===== src/rtl/vga_pkg.sv =====
// Shared VGA-side types: game-mode FSM states and the debounce length.
package vga_pkg;

  typedef enum logic [1:0] {
    IDLE   = 2'd0,
    ACTIVE = 2'd1,
    OVER   = 2'd2
  } mode_state_t;

  localparam int DEBOUNCE_10MS = 650000;

endpackage


===== src/rtl/sw_debounce.sv =====
// Two-flop synchroniser plus hold-time debounce for a bank of switches.
// r_cand doubles as the second synchroniser stage.
module sw_debounce #(
  parameter int WIDTH           = 1,
  parameter int DEBOUNCE_CYCLES = vga_pkg::DEBOUNCE_10MS
) (
  input  logic             i_clk,
  input  logic             i_rst,
  input  logic [WIDTH-1:0] i_raw,
  output logic [WIDTH-1:0] o_stable
);

  localparam int CW =
    (DEBOUNCE_CYCLES > 1) ? $clog2(DEBOUNCE_CYCLES) : 1;
  localparam logic [CW-1:0] CNT_MAX = CW'(DEBOUNCE_CYCLES - 1);

  logic [WIDTH-1:0] r_meta;
  logic [WIDTH-1:0] r_cand;
  logic [CW-1:0]    r_cnt;
  logic [WIDTH-1:0] r_stable;

  always_ff @(posedge i_clk) begin
    if (i_rst) begin
      r_meta   <= '0;
      r_cand   <= '0;
      r_cnt    <= '0;
      r_stable <= '0;
    end else begin
      r_meta <= i_raw;
      if (r_meta != r_cand) begin
        r_cand <= r_meta;
        r_cnt  <= '0;
      end else if (r_cnt == CNT_MAX) begin
        r_stable <= r_cand;
      end else begin
        r_cnt <= r_cnt + CW'(1);
      end
    end
  end

  assign o_stable = r_stable;

endmodule


===== src/rtl/game_mode_fsm.sv =====
// Debounced switch-driven IDLE/ACTIVE/OVER screen selector, one-hot outputs.
// GAME_MODE_LOCK_EN: switch changes are ignored while ACTIVE.
module game_mode_fsm
  import vga_pkg::*;
#(
  parameter int N_MODES         = 2,
  parameter int DEBOUNCE_CYCLES = DEBOUNCE_10MS,
  parameter int IDX_W           = (N_MODES > 1) ? $clog2(N_MODES) : 1
) (
  input  logic               clk65MHz,
  input  logic               rst,
  input  logic [15:0]        sw,
  input  logic               game_over,
  output logic               screen_idle,
  output logic [N_MODES-1:0] screen_mode,
  output logic               screen_over,
  output logic [IDX_W-1:0]   mode_idx,
  output logic               mode_change
);

  localparam logic [N_MODES-1:0] ONE = N_MODES'(1);

  logic [N_MODES-1:0] w_stable;
  logic               w_sel_valid;
  logic [IDX_W-1:0]   w_sel_idx;
  logic [4:0]         w_ones;
  logic [N_MODES-1:0] w_cur_onehot;
  mode_state_t        w_next;
  logic [IDX_W-1:0]   w_next_idx;
  logic               w_sw_unused;

  mode_state_t        r_state;
  logic [IDX_W-1:0]   r_mode_idx;
  logic               r_idle;
  logic [N_MODES-1:0] r_mode;
  logic               r_over;
  logic               r_change;

  assign w_sw_unused = ^sw;

  sw_debounce #(
    .WIDTH           (N_MODES),
    .DEBOUNCE_CYCLES (DEBOUNCE_CYCLES)
  ) u_deb (
    .i_clk    (clk65MHz),
    .i_rst    (rst),
    .i_raw    (sw[N_MODES-1:0]),
    .o_stable (w_stable)
  );

  always_comb begin
    w_sel_idx = '0;
    w_ones    = '0;
    for (int i = 0; i < N_MODES; i++) begin
      if (w_stable[i]) begin
        w_sel_idx = IDX_W'(i);
        w_ones    = w_ones + 5'd1;
      end
    end
    w_sel_valid = (w_ones == 5'd1);
  end

  assign w_cur_onehot = ONE << r_mode_idx;

  always_comb begin
    w_next     = r_state;
    w_next_idx = r_mode_idx;
    case (r_state)
      IDLE: begin
        if (w_sel_valid) begin
          w_next     = ACTIVE;
          w_next_idx = w_sel_idx;
        end
      end
      ACTIVE: begin
        if (game_over) begin
          w_next = OVER;
`ifndef GAME_MODE_LOCK_EN
        end else if (w_stable != w_cur_onehot) begin
          w_next = IDLE;
`endif
        end
      end
      OVER: begin
        // all switches released before the next game can arm
        if (w_stable == '0) begin
          w_next = IDLE;
        end
      end
      default: w_next = IDLE;
    endcase
  end

  always_ff @(posedge clk65MHz) begin
    if (rst) begin
      r_state    <= IDLE;
      r_mode_idx <= '0;
      r_idle     <= 1'b1;
      r_mode     <= '0;
      r_over     <= 1'b0;
      r_change   <= 1'b0;
    end else begin
      r_state    <= w_next;
      r_mode_idx <= w_next_idx;
      r_idle     <= (w_next == IDLE);
      r_mode     <= (w_next == ACTIVE) ? (ONE << w_next_idx) : '0;
      r_over     <= (w_next == OVER);
      r_change   <= (w_next != r_state);
    end
  end

  assign screen_idle = r_idle;
  assign screen_mode = r_mode;
  assign screen_over = r_over;
  assign mode_idx    = r_mode_idx;
  assign mode_change = r_change;

endmodule


===== config.mk =====
export PLATFORM = sky130hd
export DESIGN_NAME = game_mode_fsm
export DESIGN_NICKNAME = d
export VERILOG_FILES = /design/src/rtl/vga_pkg.sv /design/src/rtl/sw_debounce.sv /design/src/rtl/game_mode_fsm.sv
export SDC_FILE = /design/constraint.sdc
export NUM_CORES = 1
export LEC_CHECK = 0
export ABC_AREA = 1
export BUFFER_PORTS_ARGS = -buffer_cell sky130_fd_sc_hd__buf_2
export CORE_AREA = 2 2 43 84
export CTS_CLUSTER_SIZE = 8
export DETAILED_ROUTE_END_ITERATION = 8
export DIE_AREA = 0 0 45 86
export PLACE_DENSITY_LB_ADDON = 0.3
export RECOVER_POWER = 100
export SKIP_CTS_REPAIR_TIMING = 1
export SLEW_MARGIN = 0
export SYNTH_ARGS = -nofsm -noshare
export SYNTH_HDL_FRONTEND = slang
export SYNTH_HIERARCHICAL = 1
export SYNTH_SLANG_ARGS = --single-unit

===== constraint.sdc =====
create_clock -name clk65MHz -period 1.5 [get_ports clk65MHz]
set_input_delay 0.075 -clock clk65MHz [delete_from_list [all_inputs] [get_ports clk65MHz]]
set_output_delay 0.075 -clock clk65MHz [all_outputs]
set_load 0.005 [all_outputs]

==> results.cfg <==
[status]
status = finished clean

[route]
wl_per_cell_um = 12.1
ant_nets = 0
vias = 1621
firstDrtPassIters = 4
viasPerCell = 5.28
first_iter_violations = 31
drc = 0
wl_um = 3720

[finish]
layout.cells.non_filler = 307
area_growth_pct = 16.4
layout-drive-gt1-share = 0.178
final_cell_mix = 53 x nand2_1, 45 x nor2_1, 33 x dfxtp_1
nNetsFinal = 296
fill_cells = 322
final-seq-area_um2 = 682
fin_area_um2 = 2010
multiInputGateArea_um2 = 908
final_common_cell = nand2_1
antenna_cells = 0

[worst_setup_path]
reg2reg_depth = 5
path_class = reg2reg
r2r_start = u_deb/r_cnt[3]$_SDFFE_PP0P_
crit_end = u_deb/r_cnt[14]$_SDFFE_PP0P_
critPathRequiredTime_ns = 1.67
rrSetupSlack_ns = 0.09
critPathMaxFanout = 5
critPathLaunch = u_deb/r_cnt[3]$_SDFFE_PP0P_
cp.arrival_ns = 1.58
crit_path_end_kind = register
critPathLaunchType = register
r2r_end = u_deb/r_cnt[14]$_SDFFE_PP0P_

[sta]
fin_crit_ns = 1.41
finalSetupViolations = 0
worst_pin_slew_ns = 0.454
maxSlewHeadroom = 0.697
period_share = 0.940
grt_setup_unrepaired = true
fmax_mhz = 709
fin_worst_skew_ns = 0.00213
slew_viol_final = 0
hold_violations = 0

[power_and_ir_drop]
p_sw_uw = 384
power_uw = 1820
p_sw_frac = 0.210
p_int_uw = 1440
p_leak_uw = 0.000813
powerDensity_nw_per_um2 = 908
p_clk_frac = 0.451
ir_drop_mv = 0.850
seq_power_share = 0.504
combPwrFrac = 0.045

[logic_synthesis]
synth.distinct_cells = 27
syn_area_um2 = 1730
synth-seq-cells = 34
synth_fp_nets = 271
synthCells = 250
yosysSeqAreaShare = 0.394
avgSynthCellArea_um2 = 6.91
yosys_warnings = 6

[clock_network]
clockBufferDepth = 2
root_buffer = clkbuf_8
cts_tree = done
cts_sinks = 34
insertion_delay_ns = 0.28
numCtsBuffers = 5
cts_max_level = 2
clk_pin_slew_ns = 0.07

[min_path]
hold_class = in2reg

[die]
core_um2 = 3190
die_height_um = 86
die_x_um = 45
ios = 25
dieArea_um2 = 3870
num_rows = 29
start_util = 0.541

[placement]
dp_cells = 297
globalplace.congestion = 0.871
dpl_cell_area_um2 = 1870
io_buffers = 10
dpl.hpwl_um = 2890

[global_routing]
grt_max_degree = 12
grt_first_pass_wirelength_um = 6410
track_usage = 0.222
grt_pass1_vias = 1598
grt_overflow = 0
grt_antenna_before_repair = 0

[job]
cap_viol_max_count = 0
[layout make-up]
cell class | count | share of cell area
flip-flops and latches | 34 | 0.339
clock inverters | 2 | 0.0187
clock buffers | 6 | 0.0361
inverters | 37 | 0.0704
multi-input cells | 178 | 0.452
well taps | 31 | 0.0193
repair buffers | 19 | 0.0641
[stage by stage]
step / setup slack, ns / TNS, ns / hold WS (ns) / utilization
finish: 0.0898 / 0 / 0.00790 / 0.629
global route: -0.00504 / -0.0104 / 0.0137 / 0.629
CTS: 0.0320 / 0 / -0.0135 / 0.621
detailed placement: 0.0428 / 0 / 0.285 / 0.587
global placement: 0.0831 / 0 / 0.277 / 0.587
floorplan: 0.165 / 0 / 0.144 / -
[power by group through the flow]
| stage | clock (µW) | combinational (µW) | sequential, µW |
|---|---|---|---|
| 2_1_floorplan | 0 | 45.9 | 937 |
| 3_3_place_gp | 0 | 76.7 | 937 |
| 3_5_place_dp | 0 | 79.2 | 937 |
| 4_1_cts | 848 | 79.4 | 917 |
| 5_1_grt | 876 | 92.5 | 919 |
| 6_report | 823 | 82.6 | 919 |
[critical path, stage by stage (launching register included)]
cell	delay (ns)
dfxtp_1	0.48
nand2_2	0.13
nor3_1	0.40
nand3_1	0.13
nand2_1	0.09
a21oi_1	0.06
[synth_stat cells, drive strengths merged]
cell | count | area, µm²
nand2 | 59 | 244
nor2 | 54 | 244
inv | 36 | 135
dfxtp | 34 | 681
a21oi | 16 | 80.1
nand3 | 16 | 100
o21ai | 12 | 63.8
nand4 | 8 | 50.1
nor3 | 4 | 36.3
xnor2 | 3 | 26.3
ha | 2 | 25.0
nand3b | 2 | 15.0
and3 | 1 | 6.26
buf | 1 | 7.51
clkinv | 1 | 3.75
xor2 | 1 | 8.76
[per-layer routing]
| metal | vias up | global-route usage | wire, µm | part of all wire |
|---|---|---|---|---|
| met5 | - | 0 | 0 | 0 |
| li1 | 837 | - | - | - |
| met1 | 739 | 0.198 | 1310 | 0.35 |
| met2 | 38 | 0.431 | 2190 | 0.59 |
| met3 | 7 | 0.0379 | 124 | 0.033 |
| met4 | 0 | 0.115 | 90 | 0.024 |
[how the worst min path moves through the flow]
| stage | from | end | cells after the start |
|---|---|---|---|
| floorplan | rst | screen_over$_SDFF_PP0_ | 1 |
| global placement | sw[1] | u_deb/r_meta[1]$_SDFF_PP0_ | 3 |
| detailed placement | sw[1] | u_deb/r_meta[1]$_SDFF_PP0_ | 3 |
| CTS | sw[1] | u_deb/r_meta[1]$_SDFF_PP0_ | 3 |
| global route | sw[0] | u_deb/r_meta[0]$_SDFF_PP0_ | 3 |
| finish | sw[0] | u_deb/r_meta[0]$_SDFF_PP0_ | 3 |
[cells by family after synthesis]
| logic type | synth area share |
|---|---|
| simple gates | 0.403 |
| buf+inv | 0.0848 |
| flops | 0.394 |
| compound gates | 0.0833 |
| xor+xnor | 0.0203 |
| fa+ha+maj | 0.0145 |
[state kept, by name, summed over array words and instances, names as in the netlist]
name and count:
screen_over 1, u_deb/r_cand 2, u_deb/o_stable 2, screen_idle 1, u_deb/r_meta 2, screen_mode 2
mode_idx 1, r_state 2, u_deb/r_cnt 20, mode_change 1
(Power assumes the default switching activity.)
